## src/rtl/uart_tx_arbiter.sv

```systemverilog
// -----------------------------------------------------------------------------
// uart_tx_arbiter
//   Shares one uart_tx transmitter between N_REQ requesters. Arbitration is
//   round-robin. A granted requester keeps the transmitter until its byte
//   flagged "last" has drained, so packets are never interleaved.
//   Each byte goes through the same sequence: accept (LOCKED), start pulse
//   (START), one blind cycle for the busy-rise latency (GUARD), then wait for
//   the transmitter to go idle (DRAIN).
//
// Parameters
//   N_REQ   : number of requesters (>= 2)
//   WIDTH   : data bits per byte, matches uart_tx WIDTH
//   TIMEOUT : idle LOCKED cycles before a locked grant is revoked
//
// Optional feature (compile-time macro UART_ARB_TIMEOUT_EN)
//   When defined, a granted requester that leaves valid low for TIMEOUT
//   LOCKED cycles loses its grant as if it had sent its last byte.
//   When undefined, no counter exists and the lock is held until last.
//
// Ports
//   clk          : system clock
//   i_reset_n    : asynchronous active-low reset
//   i_req_valid  : per-requester byte valid
//   i_req_data   : per-requester byte, requester k at [k*WIDTH +: WIDTH]
//   i_req_last   : per-requester last-byte-of-packet flag
//   o_req_ready  : per-requester accept (subset of o_grant)
//   o_grant      : one-hot owner of the transmitter, zero when unowned
//   o_tx_data    : byte presented to uart_tx (held until the next accept)
//   o_tx_start   : one-cycle start pulse to uart_tx
//   i_tx_busy    : uart_tx busy
// -----------------------------------------------------------------------------
module uart_tx_arbiter #(
  parameter int N_REQ   = 4,
  parameter int WIDTH   = 8,
  parameter int TIMEOUT = 1024
) (
  input  logic                   clk,
  input  logic                   i_reset_n,
  input  logic [N_REQ-1:0]       i_req_valid,
  input  logic [N_REQ*WIDTH-1:0] i_req_data,
  input  logic [N_REQ-1:0]       i_req_last,
  output logic [N_REQ-1:0]       o_req_ready,
  output logic [N_REQ-1:0]       o_grant,
  output logic [WIDTH-1:0]       o_tx_data,
  output logic                   o_tx_start,
  input  logic                   i_tx_busy
);

  localparam int IDX_W = $clog2(N_REQ);

  if (N_REQ < 2 || TIMEOUT < 1) begin : g_param_check
    $error("uart_tx_arbiter: N_REQ must be >= 2 and TIMEOUT >= 1");
  end

  typedef enum logic [2:0] {
    S_IDLE,
    S_LOCKED,
    S_START,
    S_GUARD,
    S_DRAIN
  } state_t;

  state_t            state;
  logic [IDX_W-1:0]  rr_ptr;
  logic [IDX_W-1:0]  grant_idx;
  logic              last_q;

  logic [N_REQ-1:0]  valid_rot;
  logic [IDX_W-1:0]  pick_off;
  logic [IDX_W:0]    pick_sum;
  logic [IDX_W-1:0]  pick_idx;
  logic [IDX_W-1:0]  rr_next;
  logic [WIDTH-1:0]  req_data_arr [N_REQ];
  logic              accept;
  logic              timeout_hit;

  // Rotate the request vector so that bit 0 is the requester at rr_ptr; the
  // lowest set bit of the rotated vector is then the round-robin winner.
  assign valid_rot = N_REQ'({i_req_valid, i_req_valid} >> rr_ptr);

  // NOTE: every variable written in always_comb gets a default assignment
  // first, so no path can leave it unassigned and infer a latch.
  always_comb begin
    pick_off = '0;
    for (int i = N_REQ - 1; i >= 0; i--) begin
      if (valid_rot[i]) pick_off = IDX_W'(i);
    end
    pick_sum = {1'b0, rr_ptr} + {1'b0, pick_off};
    if (pick_sum >= (IDX_W + 1)'(N_REQ)) pick_sum = pick_sum - (IDX_W + 1)'(N_REQ);
    pick_idx = IDX_W'(pick_sum);
  end

  always_comb begin
    for (int k = 0; k < N_REQ; k++) begin
      req_data_arr[k] = i_req_data[k*WIDTH +: WIDTH];
    end
  end

  assign rr_next     = (grant_idx == IDX_W'(N_REQ - 1)) ? '0 : grant_idx + 1'b1;
  assign accept      = (state == S_LOCKED) && !i_tx_busy && i_req_valid[grant_idx];
  // o_grant is one-hot, so masking it gives the single ready bit.
  assign o_req_ready = accept ? o_grant : '0;

`ifdef UART_ARB_TIMEOUT_EN
  localparam int CNT_W = $clog2(TIMEOUT + 1);

  logic [CNT_W-1:0] idle_cnt;

  // Fires in the LOCKED cycle that would be the TIMEOUT-th idle one.
  assign timeout_hit = (state == S_LOCKED) && !i_req_valid[grant_idx] &&
                       (idle_cnt == CNT_W'(TIMEOUT - 1));

  always_ff @(posedge clk or negedge i_reset_n) begin
    if (!i_reset_n) begin
      idle_cnt <= '0;
    end else if (state == S_IDLE || accept || timeout_hit) begin
      idle_cnt <= '0;
    end else if (state == S_LOCKED && !i_req_valid[grant_idx]) begin
      idle_cnt <= idle_cnt + 1'b1;
    end
  end
`else
  assign timeout_hit = 1'b0;
`endif

  // NOTE: state is written with non-blocking assignments so every register
  // in this block sees pre-edge values, independent of statement order.
  always_ff @(posedge clk or negedge i_reset_n) begin
    if (!i_reset_n) begin
      state      <= S_IDLE;
      o_grant    <= '0;
      o_tx_data  <= '0;
      o_tx_start <= 1'b0;
      rr_ptr     <= '0;
      grant_idx  <= '0;
      last_q     <= 1'b0;
    end else begin
      o_tx_start <= 1'b0;
      case (state)
        S_IDLE: begin
          if (|i_req_valid) begin
            o_grant   <= N_REQ'(1) << pick_idx;
            grant_idx <= pick_idx;
            state     <= S_LOCKED;
          end
        end
        S_LOCKED: begin
          if (accept) begin
            o_tx_data  <= req_data_arr[grant_idx];
            last_q     <= i_req_last[grant_idx];
            o_tx_start <= 1'b1;
            state      <= S_START;
          end else if (timeout_hit) begin
            o_grant <= '0;
            rr_ptr  <= rr_next;
            state   <= S_IDLE;
          end
        end
        S_START: state <= S_GUARD;
        // Busy may not have risen yet, so this cycle never looks at it.
        S_GUARD: state <= S_DRAIN;
        S_DRAIN: begin
          if (!i_tx_busy) begin
            if (last_q) begin
              o_grant <= '0;
              rr_ptr  <= rr_next;
              state   <= S_IDLE;
            end else begin
              state <= S_LOCKED;
            end
          end
        end
        default: state <= S_IDLE;
      endcase
    end
  end

endmodule

```

## config.mk

```make
export PLATFORM = sky130hd
export DESIGN_NAME = uart_tx_arbiter
export DESIGN_NICKNAME = d
export VERILOG_FILES = /design/src/rtl/uart_tx_arbiter.sv
export SDC_FILE = /design/constraint.sdc
export NUM_CORES = 1
export LEC_CHECK = 0
export CORE_MARGIN = 2
export CORE_UTILIZATION = 39
export DETAILED_ROUTE_END_ITERATION = 16
export PLACE_DENSITY_LB_ADDON = 0.3
export SKIP_LAST_GASP = 1
export SLEW_MARGIN = 20
export SYNTH_ARGS = -nofsm -noshare
export SYNTH_HDL_FRONTEND = slang
export SYNTH_SLANG_ARGS = --single-unit
```

## constraint.sdc

```tcl
create_clock -name clk -period 2 [get_ports clk]
set_input_delay 0.4 -clock clk [delete_from_list [all_inputs] [get_ports clk]]
set_output_delay 0.4 -clock clk [all_outputs]
set_load 0.02 [all_outputs]
```

==> flow_metrics.py <==
metrics = {
    "run_status": {
        "outcome": "completed",
    },
    "floorplan": {
        "die_h_um": 64.82,
        "die_area_mm2": 0.004202,
        "core_area_mm2": 0.003606,
        "initial_core_util": 0.4001,
        "die_w_um": 64.82,
        "rows": 22,
        "ioPinCount": 60,
    },
    "clock_network": {
        "numCtsBuffers": 3,
        "cts_buffer_depth": 2,
        "clk_latency_ns": 0.26,
        "clkTransAtPathRegs_ns": 0.08,
        "tritoncts": "done",
        "ctsRootBufferMaster": "clkbuf_8",
        "cts_hold_buf": 0,
        "clock_sink_count": 21,
        "cts-htree-levels": 1,
    },
    "yosys": {
        "async_flop_share": 1.000,
        "synth_flop_cell": "dfrtp_1",
        "synth_cells": 128,
        "ys_seq_area_frac": 0.3643,
        "synth-seq-cells": 21,
        "syn-num-nets": 173,
        "synth.avg_cell_area_um2": 11.27,
        "ys_types": 40,
        "ys_warn_count": 0,
        "synth_edf_count": 0,
        "syn_area_mm2": 0.001443,
    },
    "worst_setup_path": {
        "reg2regPathDepth": 8,
        "worstPathMaxFanout": 5,
        "critPathSlowestCell": "mux4_2",
        "critical_path_class": "reg -> out",
        "crit_cells": 5,
        "endpoint_kind": "output port",
        "cp_top_family": "multiplexers",
        "required_ns": 1.60,
        "r2r-end": "o_grant[2]$_DFFE_PN0P_",
        "cp-start-kind": "flop",
        "crit_path_start": "grant_idx[0]$_DFFE_PN0P_",
        "crit_path_end": "o_req_ready[2]",
        "path_cells": "mux4_2 > nand3_2 > inv_2 > and2_4 > buf_6",
        "regToRegStartpoint": "rr_ptr[0]$_DFFE_PN0P_",
        "max_stage_delay_ns": 0.53,
        "worst-path-buf-inv": 2,
        "ff2ff_setup_slack_ns": 0.05,
        "arrival_ns": 1.60,
    },
    "placed_design": {
        "placed_cell_area_mm2": 0.002220,
        "dpl.hpwl_mm": 2.767,
        "io_buffers": 59,
        "place_ws_ns": -0.6066,
        "gp_congestion": 0.9113,
    },
    "routing": {
        "post_drt_wl_per_cell_um": 14.32,
        "viasPerCell": 5.355,
        "wirelength_mm": 3.710,
        "drc": 0,
        "ant_nets": 0,
        "drt_iter0_drc": 123,
        "firstDrtPassIters": 6,
        "vias": 1387,
    },
    "global_routing": {
        "grt_max_degree": 22,
        "grt_pass1_wl_mm": 5.871,
        "grt_antenna_before_repair": 0,
        "grt_pass1_vias": 1341,
        "gr-total-overflow": 0,
        "grt.total_usage": 0.1773,
    },
    "timing": {
        "fmax_ghz": 0.5008,
        "hold_violations": 0,
        "worst_slew_pin_slew_ns": 0.3813,
        "drv_slew": 0,
        "clock_skew_ns": 0.004700,
        "period_needed_ns": 1.997,
        "rsz0062_at_grt": "true",
        "worst_slack_ns": 0.003272,
        "finalSetupViolations": 0,
        "fin_crit_sh": 0.9984,
        "slew_headroom": 0.7458,
    },
    "power": {
        "p_leak_nw": 0.9780,
        "ir_drop_uv": 677.6,
        "powerDensity_mw_per_mm2": 1196,
        "p_total_mw": 2.936,
    },
    "cells_and_area": {
        "fin_nets": 257,
        "diodes": 0,
        "drive_gt1_frac": 0.3886,
        "layout_common_cells": "51 x clkdlybuf4s50_1, 25 x buf_4, 21 x dfrtp_1",
        "final_common_cell": "clkdlybuf4s50_1",
        "area.growth.synth_to_final_pct": 70.16,
        "fin_area_mm2": 0.002455,
    },
    "run": {
        "drv_cap": 0,
    },
    "min_path": {
        "min_path_type": "in -> async",
    },
}
-- layer usage --
layer,track usage,up-vias,wire length (um)
met2,0.3209,47,2000
li1,-,657,-
met1,0.2081,672,1462
met4,0.07713,0,89
met5,0,-,0
met3,0.02431,11,158
-- stage by stage --
| stage | utilization | TNS (ns) | hold WS [ns] | instances |
|---|---|---|---|---|
| floorplan | - | -0.003076 | 0.1044 | 128 |
| global placement | 0.6155 | -6.175 | 0.4893 | 249 |
| detailed placement | 0.6155 | -7.042 | 0.4944 | 249 |
| CTS | 0.6669 | -0.01809 | 0.4947 | 259 |
| global route | 0.6808 | -0.4180 | 0.5201 | 259 |
| finish | 0.6808 | 0 | 0.4812 | 259 |
-- state kept, by name, summed over array words and instances (netlist names) --
register / cells
grant_idx: 2
last_q: 1
o_grant: 4
o_tx_data: 8
o_tx_start: 1
rr_ptr: 2
state: 3
-- logic make-up after synthesis --
family	Yosys count	synth area share
buf+inv	12	0.05376
mux	21	0.2420
simple gates	49	0.2108
flops	21	0.3643
fa+ha+maj	2	0.01734
xor+xnor	2	0.01214
compound gates	21	0.09975
-- worst register-to-register path, stage by stage (launching register included) --
cell and delay [ns]:
dfrtp_1 0.42, nor2b_1 0.15, a221o_1 0.29, nand2_1 0.08, o221ai_2 0.11, ha_4 0.26
nor4_2 0.31, o21ai_0 0.16, nand3_1 0.11
-- report_power, final --
| part | switching [mW] | internal [mW] | leakage (nW) |
|---|---|---|---|
| registers | 0.109 | 0.617 | 0.263 |
| clock network | 0.146 | 0.139 | 0.0255 |
| logic | 0.900 | 1.02 | 0.690 |
| total | 1.16 | 1.78 | 0.978 |
-- timing repair --
| action | CTS | global route |
|---|---|---|
| resized for setup | 46 | 13 |
| endpoints found under the hold margin | 0 | 0 |
| buffers inserted | 6 | 0 |
| endpoints found under the setup margin | 10 | 9 |
| pin swaps | 8 | 7 |
-- Yosys cell counts, types with 3 or more instances --
master / number / share of area
mux2_2: 11 / 0.086
o21ai_0: 8 / 0.028
nor3b_1: 4 / 0.021
mux4_2: 10 / 0.16
nor4_1: 4 / 0.017
dfrtp_1: 21 / 0.36
and2_1: 4 / 0.017
nand3_1: 14 / 0.049
buf_2: 3 / 0.010
nor2_1: 5 / 0.013
nand2_1: 6 / 0.016
-- area by class of cell --
| class | count | area (um2) |
|---|---|---|
| Clock buffer | 3 | 41.29 |
| Clock inverter | 1 | 5.005 |
| Fill cell | 261 | 1151 |
| Inverter | 3 | 13.76 |
| Multi-Input combinational cell | 95 | 984.7 |
| Sequential cell | 21 | 525.5 |
| Tap cell | 48 | 60.06 |
| Timing Repair Buffer | 88 | 824.5 |
-- worst min-delay path by stage --
stage | slack [ns] | startpoint | cells after the start | endpoint
2_1_floorplan | 0.10 | i_reset_n | 0 | grant_idx[0]$_DFFE_PN0P_
3_3_place_gp | 0.49 | o_tx_data[6]$_DFFE_PN0P_ | 1 | o_tx_data[6]$_DFFE_PN0P_
3_5_place_dp | 0.49 | o_tx_data[3]$_DFFE_PN0P_ | 1 | o_tx_data[3]$_DFFE_PN0P_
4_1_cts | 0.49 | i_reset_n | 2 | o_grant[1]$_DFFE_PN0P_
5_1_grt | 0.52 | i_reset_n | 2 | o_grant[2]$_DFFE_PN0P_
6_report | 0.48 | i_reset_n | 2 | o_grant[1]$_DFFE_PN0P_
Note: power is estimated with default switching activity, not from simulation.
